File: src/rtl/uart_tx_buffered_pkg.sv
// Shared definitions for the buffered UART transmitter: FSM states, MMIO address
// and the default bit period.
package uart_tx_buffered_pkg;

  typedef enum logic [1:0] {
    IDLE  = 2'd0,
    START = 2'd1,
    DATA  = 2'd2,
    STOP  = 2'd3
  } state_t;

  localparam logic [31:0] UART_ADDR = 32'h1000_0000;

  // 50 MHz system clock, 115200 baud
  localparam int DEFAULT_CLKS_PER_BIT = 434;

endpackage

File: src/rtl/uart_tx_buffered_sync_fifo.sv
// Synchronous FIFO with occupancy count; rd_data shows the head entry
// combinationally so a pop and its data land on the same edge.
module sync_fifo #(
  parameter int WIDTH = 8,
  parameter int DEPTH = 16
) (
  input  logic                     clk,
  input  logic                     rst,
  input  logic                     wr_en,
  input  logic                     rd_en,
  input  logic [WIDTH-1:0]         wr_data,
  output logic [WIDTH-1:0]         rd_data,
  output logic [$clog2(DEPTH):0]   count,
  output logic                     full,
  output logic                     empty
);

  localparam int AW = $clog2(DEPTH);

  logic [WIDTH-1:0] mem [DEPTH];
  logic [AW-1:0]    wr_ptr;
  logic [AW-1:0]    rd_ptr;
  logic             do_wr;
  logic             do_rd;

  // A write at full still fits when the head leaves on the same edge
  assign do_rd = rd_en && !empty;
  assign do_wr = wr_en && (!full || do_rd);

  assign full    = (count == (AW + 1)'(DEPTH));
  assign empty   = (count == '0);
  assign rd_data = mem[rd_ptr];

  always_ff @(posedge clk) begin
    if (do_wr) begin
      mem[wr_ptr] <= wr_data;
    end
  end

  always_ff @(posedge clk) begin
    if (rst) begin
      wr_ptr <= '0;
      rd_ptr <= '0;
      count  <= '0;
    end else begin
      if (do_wr) begin
        wr_ptr <= wr_ptr + 1'b1;
      end
      if (do_rd) begin
        rd_ptr <= rd_ptr + 1'b1;
      end
      case ({do_wr, do_rd})
        2'b10:   count <= count + 1'b1;
        2'b01:   count <= count - 1'b1;
        default: count <= count;
      endcase
    end
  end

endmodule

File: src/rtl/uart_tx_buffered.sv
// Buffered 8N1 UART transmitter: MMIO byte stores queue in a FIFO and are
// serialized back-to-back on uart_tx.
module uart_tx_buffered
  import uart_tx_buffered_pkg::*;
#(
  parameter int CLKS_PER_BIT = DEFAULT_CLKS_PER_BIT,
  parameter int DEPTH        = 16
) (
  input  logic                   clk,
  input  logic                   rst,
  input  logic                   wr_en,
  input  logic [7:0]             wr_data,
  output logic                   full,
  output logic                   empty,
  output logic [$clog2(DEPTH):0] count,
  output logic                   busy,
  output logic                   overflow,
  output logic                   uart_tx
);

  localparam int BW = (CLKS_PER_BIT > 1) ? $clog2(CLKS_PER_BIT) : 1;

  state_t          state;
  state_t          state_n;
  logic [BW-1:0]   baud_cnt;
  logic [BW-1:0]   baud_n;
  logic [2:0]      bit_idx;
  logic [2:0]      bit_n;
  logic [7:0]      shift;
  logic [7:0]      shift_n;
  logic            tx_reg;
  logic            tx_n;
  logic            pop;
  logic            baud_end;
  logic [7:0]      head;

  sync_fifo #(
    .WIDTH (8),
    .DEPTH (DEPTH)
  ) u_fifo (
    .clk     (clk),
    .rst     (rst),
    .wr_en   (wr_en),
    .rd_en   (pop),
    .wr_data (wr_data),
    .rd_data (head),
    .count   (count),
    .full    (full),
    .empty   (empty)
  );

  assign baud_end = (baud_cnt == BW'(CLKS_PER_BIT - 1));
  assign busy     = (state != IDLE);
  assign uart_tx  = tx_reg;

  always_comb begin
    state_n = state;
    baud_n  = baud_cnt + 1'b1;
    bit_n   = bit_idx;
    shift_n = shift;
    tx_n    = tx_reg;
    pop     = 1'b0;
    case (state)
      IDLE: begin
        baud_n = '0;
        tx_n   = 1'b1;
        if (!empty) begin
          state_n = START;
          pop     = 1'b1;
          shift_n = head;
          tx_n    = 1'b0;
        end
      end
      START: begin
        if (baud_end) begin
          state_n = DATA;
          baud_n  = '0;
          bit_n   = '0;
          tx_n    = shift[0];
        end
      end
      DATA: begin
        if (baud_end) begin
          baud_n = '0;
          if (bit_idx == 3'd7) begin
            state_n = STOP;
            tx_n    = 1'b1;
          end else begin
            bit_n   = bit_idx + 1'b1;
            shift_n = shift >> 1;
            tx_n    = shift[1];
          end
        end
      end
      STOP: begin
        if (baud_end) begin
          baud_n = '0;
          // Chain straight into the next start bit so frames have no gap
          if (!empty) begin
            state_n = START;
            pop     = 1'b1;
            shift_n = head;
            tx_n    = 1'b0;
          end else begin
            state_n = IDLE;
            tx_n    = 1'b1;
          end
        end
      end
      default: begin
        state_n = IDLE;
        baud_n  = '0;
        tx_n    = 1'b1;
      end
    endcase
  end

  always_ff @(posedge clk) begin
    if (rst) begin
      state    <= IDLE;
      baud_cnt <= '0;
      bit_idx  <= '0;
      tx_reg   <= 1'b1;
      overflow <= 1'b0;
    end else begin
      state    <= state_n;
      baud_cnt <= baud_n;
      bit_idx  <= bit_n;
      tx_reg   <= tx_n;
      if (wr_en && full && !pop) begin
        overflow <= 1'b1;
      end
    end
  end

  // Payload register carries no control meaning, so it is left out of reset
  always_ff @(posedge clk) begin
    shift <= shift_n;
  end

endmodule

File: config.mk
export PLATFORM = sky130hd
export DESIGN_NAME = uart_tx_buffered
export DESIGN_NICKNAME = d
export VERILOG_FILES = /design/src/rtl/uart_tx_buffered_pkg.sv /design/src/rtl/uart_tx_buffered_sync_fifo.sv /design/src/rtl/uart_tx_buffered.sv
export SDC_FILE = /design/constraint.sdc
export NUM_CORES = 1
export LEC_CHECK = 0
export BUFFER_PORTS_ARGS = -buffer_cell sky130_fd_sc_hd__buf_2
export CORE_UTILIZATION = 35
export CTS_CLUSTER_SIZE = 24
export DETAILED_ROUTE_END_ITERATION = 10
export SLEW_MARGIN = 20
export SYNTH_ARGS = -nofsm -noshare
export SYNTH_HDL_FRONTEND = slang
export SYNTH_SLANG_ARGS = --single-unit
File: constraint.sdc
create_clock -name clk -period 3.77 [get_ports clk]
set_clock_uncertainty 0.15 [all_clocks]
set_input_delay 0.1885 -clock clk [delete_from_list [all_inputs] [get_ports clk]]
set_output_delay 0.1885 -clock clk [all_outputs]
set_load 0.03 [all_outputs]
==> metrics <==
most used cells in the layout excluding fill and tap cells=sky130_fd_sc_hd__edfxtp_1, sky130_fd_sc_hd__dfxtp_1, sky130_fd_sc_hd__mux4_2; leak pwr=between 0.002 and 0.003 uW; relative slew slack=about half; Hold Violations, Final=0; cell area reported after detailed placement=7605 um^2; sequential share of power=43.1%; Remaining Overflow, GRT=0; portion of total power attributed to combinational logic=25.2%; total iterations of the first detailed-routing run=4; first-pass GRT wire length=21.82 mm; fraction of synthesis flops using an asynchronous set or reset pin=0%; Final ANT Viol Nets=0; number of buffers between clock root and the deepest sink=2; root buffer selected by CTS=sky130_fd_sc_hd__clkbuf_16; global router's overall resource usage=between 10% and 20%; Initial Utilization=35.76%; average instance area after synthesis=around 16 um^2; maximum level of the CTS H-tree=4; weighted congestion at the end of routability-driven global placement=around 0.76; outcome=complete, no violations; delay of the slowest cell on the worst path=roughly 500 ps; fraction of power consumed by the clock network=31.7%; clock latency reported for the late side of the worst-skew pair=430 ps; Resized Gates After CTS=0; critical path's most frequent cell=sky130_fd_sc_hd__ha_1; number of I/O pins=21; unique cell type count in the Yosys netlist=61; Setup TNS Final=0 ps; simple-gate area share of the yosys netlist=~8%; multiplexer share of the synthesized area=14.61%; detail-routed net length per standard cell=about 19 um; Die Footprint=21250 um^2; Worst Path Arrival=approximately 3600 ps; area share of xor/xnor cells in the synthesized design=under 10%; total CTS buffers=17; Worst Hold End=overflow; highest clock frequency the design can meet=roughly 300 MHz; clock-pin slew of the registers on the worst-case setup and hold paths=~70 ps; actual transition at the worst max-transition pin=between 700 and 800 ps; Setup crit start kind=flip-flop; number of antenna violations at the first check in global routing=0; start point of the worst hold path=rst; post-synthesis instance area=between 7000 and 8000 um^2; required arrival time at the worst endpoint=between 3000 and 4000 ps; length in cells of the worst reg-to-reg path=12; crit path max-delay cell type=sky130_fd_sc_hd__ha_1; post-synthesis share of cell area spent on full adders, half adders and majority gates=under 10%; final period demand of the worst path=around 3400 ps; reported max-cap violation count=0; critical-path cell list=inv_1 > ha_1 > nand4b_2 > a21boi_2 > inv_1 > ha_1 > xor2_1 > ha_1 > a21oi_1 > a22oi_1 > a31oi_1 > mux2_2; DRC violations left=0; sequential element share of the synthesized area=about two thirds; Most used DFF post-synth=sky130_fd_sc_hd__edfxtp_1; PnR worst setup slack=about 340 ps; Place WS=398.2 ps; via count of the first global-routing pass=between 4000 and 5000; clk sinks=roughly 170; via count of the routed design=about 3900; relative area change from synthesis to final layout=14.61%; average vias per placed instance=5.116; layout cell share with drive strength beyond 1=22.54%; internal power contribution=3646 uW; die width=145.8 um; Crit. End Element=flip-flop; pin count of the biggest net entering global routing=34; Final Max Slew Viols=0; net count of the mapped netlist=roughly 470; Hold WC Path Type=in -> reg; design area=between 8000 and 9000 um^2; most common cell after layout, fill and taps aside=sky130_fd_sc_hd__edfxtp_1; switching fraction of total power=between 30% and 40%; clock tree from TritonCTS=built; fraction of the cycle the final worst path needs=about nine tenths; Crit Reg-Reg Endpoint=u_fifo.count[4]; detailed router's first-iteration violation count=241; setup slack, reg-to-reg=340 ps; number of enable-type register cells in the synthesized netlist=roughly 140; die height=around 150 um; IO buf count=20; Total Power Consumption=approximately 5400 uW; RSZ-0062 raised after global routing=no; number of standard cells after synthesis=between 400 and 500; combinational family with the most area after synthesis=multiplexers; Final Core Density=about two fifths; critical path type=reg -> reg; compound-cell area share of the yosys netlist=under 10%; power density cells=655.3 nW/um^2; net switching power=roughly 1800 uW; launch instance of the worst register-to-register path=state[0]; diode count=0; total core area=roughly 20000 um^2; cell count of the worst hold path=2; worst-path maximum fanout=14; number of warnings printed during yosys synthesis=0; peak supply drop=~0.34 mV; flip-flop and latch count after synthesis=around 170; number of placement rows=52; Routed WL=around 14 mm; HPWL after DPL=between 9 and 10 mm; number of failing setup endpoints in the final timing report=0; Nets=around 500
[critical path: cells and delay by family (launching register included)]
family	cells	cell delay, ps
flip-flops	1	380
multiplexers	1	350
adder cells (fa/ha/maj)	3	970
AND/OR/NAND/NOR	1	360
buffers and inverters	2	190
AO/OA/AOI/OAI	4	750
XOR/XNOR	1	180
[sequential cells by signal (all words and copies together) (netlist names), named ones only]
name,flops
u_fifo.mem,128
baud_cnt,9
shift,8
u_fifo.count,5
u_fifo.rd_ptr,4
u_fifo.wr_ptr,4
bit_idx,3
state,2
overflow,1
uart_tx,1
[worst max path at each step]
| stage | start | end | slack (ps) | depth (start not counted) |
|---|---|---|---|---|
| 2_1_floorplan | state[0] | u_fifo.count[4] | 490 | 15 |
| 3_3_place_gp | state[1] | u_fifo.count[4] | 590 | 12 |
| 3_5_place_dp | state[0] | u_fifo.count[4] | 400 | 12 |
| 4_1_cts | state[0] | u_fifo.count[4] | 370 | 12 |
| 5_1_grt | state[0] | u_fifo.count[4] | 110 | 12 |
| 6_report | state[0] | u_fifo.count[4] | 340 | 12 |
[stage by stage]
step | std cells | hold slack (ps)
final | 758 | 77.56
after global routing | 758 | 105.2
after CTS | 758 | 53.31
after detailed placement | 717 | 313.6
after global placement | 717 | 294.4
after floorplan | 446 | 137.4
[cell families after synthesis]
group,after synthesis
AO/OA/AOI/OAI,50
XOR/XNOR,11
adder cells (fa/ha/maj),17
buffers and inverters,35
flip-flops,169
multiplexers,65
AND/OR/NAND/NOR,99
[power by group through the flow]
stage / Clock, uW / Sequential, uW / Combinational [uW]
6_report: 1720 / 2340 / 1370
5_1_grt: 1820 / 2370 / 1500
4_1_cts: 1750 / 2340 / 1380
3_5_place_dp: 0 / 2380 / 1370
3_3_place_gp: 0 / 2370 / 1310
2_1_floorplan: 0 / 2370 / 1060
[Yosys cell counts, types with 4 or more instances]
library cell | n | area [um^2]
sky130_fd_sc_hd__edfxtp_1 | 136 | 4084
sky130_fd_sc_hd__dfxtp_1 | 33 | 660.6
sky130_fd_sc_hd__mux4_2 | 31 | 698.2
sky130_fd_sc_hd__nor2_1 | 30 | 112.6
sky130_fd_sc_hd__mux2i_1 | 25 | 250.2
sky130_fd_sc_hd__ha_1 | 17 | 212.7
sky130_fd_sc_hd__a21oi_1 | 12 | 60.06
sky130_fd_sc_hd__and3_1 | 12 | 75.07
sky130_fd_sc_hd__clkbuf_1 | 12 | 45.04
sky130_fd_sc_hd__inv_1 | 11 | 41.29
sky130_fd_sc_hd__a22o_1 | 9 | 78.83
sky130_fd_sc_hd__buf_2 | 9 | 45.04
sky130_fd_sc_hd__nor2b_1 | 8 | 50.05
sky130_fd_sc_hd__nand2_1 | 7 | 26.28
sky130_fd_sc_hd__and2_1 | 6 | 37.54
sky130_fd_sc_hd__xnor2_1 | 6 | 52.55
sky130_fd_sc_hd__nand3_1 | 5 | 25.02
sky130_fd_sc_hd__nor3_1 | 5 | 25.02
sky130_fd_sc_hd__xor2_1 | 5 | 43.79
sky130_fd_sc_hd__mux2_2 | 4 | 45.04
sky130_fd_sc_hd__nand2b_1 | 4 | 25.02
sky130_fd_sc_hd__o21ai_0 | 4 | 20.02
[layout make-up]
class,instances,area [um^2]
repair buffers,34,240.2
flip-flops and latches,169,4746
well taps,270,337.8
clock inverters,15,172.7
inverters,11,41.29
multi-input cells,242,2330
clock buffers,17,425.4
fillers,1810,11940
[per-layer routing]
layer | track usage [%] | vias up | wire length (um)
li1 | - | 1800 | -
met1 | 16.30 | 1993 | 6002
met2 | 24.67 | 63 | 7388
met3 | 3.417 | 22 | 438
met4 | 5.316 | 0 | 249
met5 | 0 | - | 0
[repair_timing]
item                      CTS  global route
setup buffers               0             0
hold endpoints to repair  122             0
hold buffers                9             0
(Power assumes the default switching activity.)
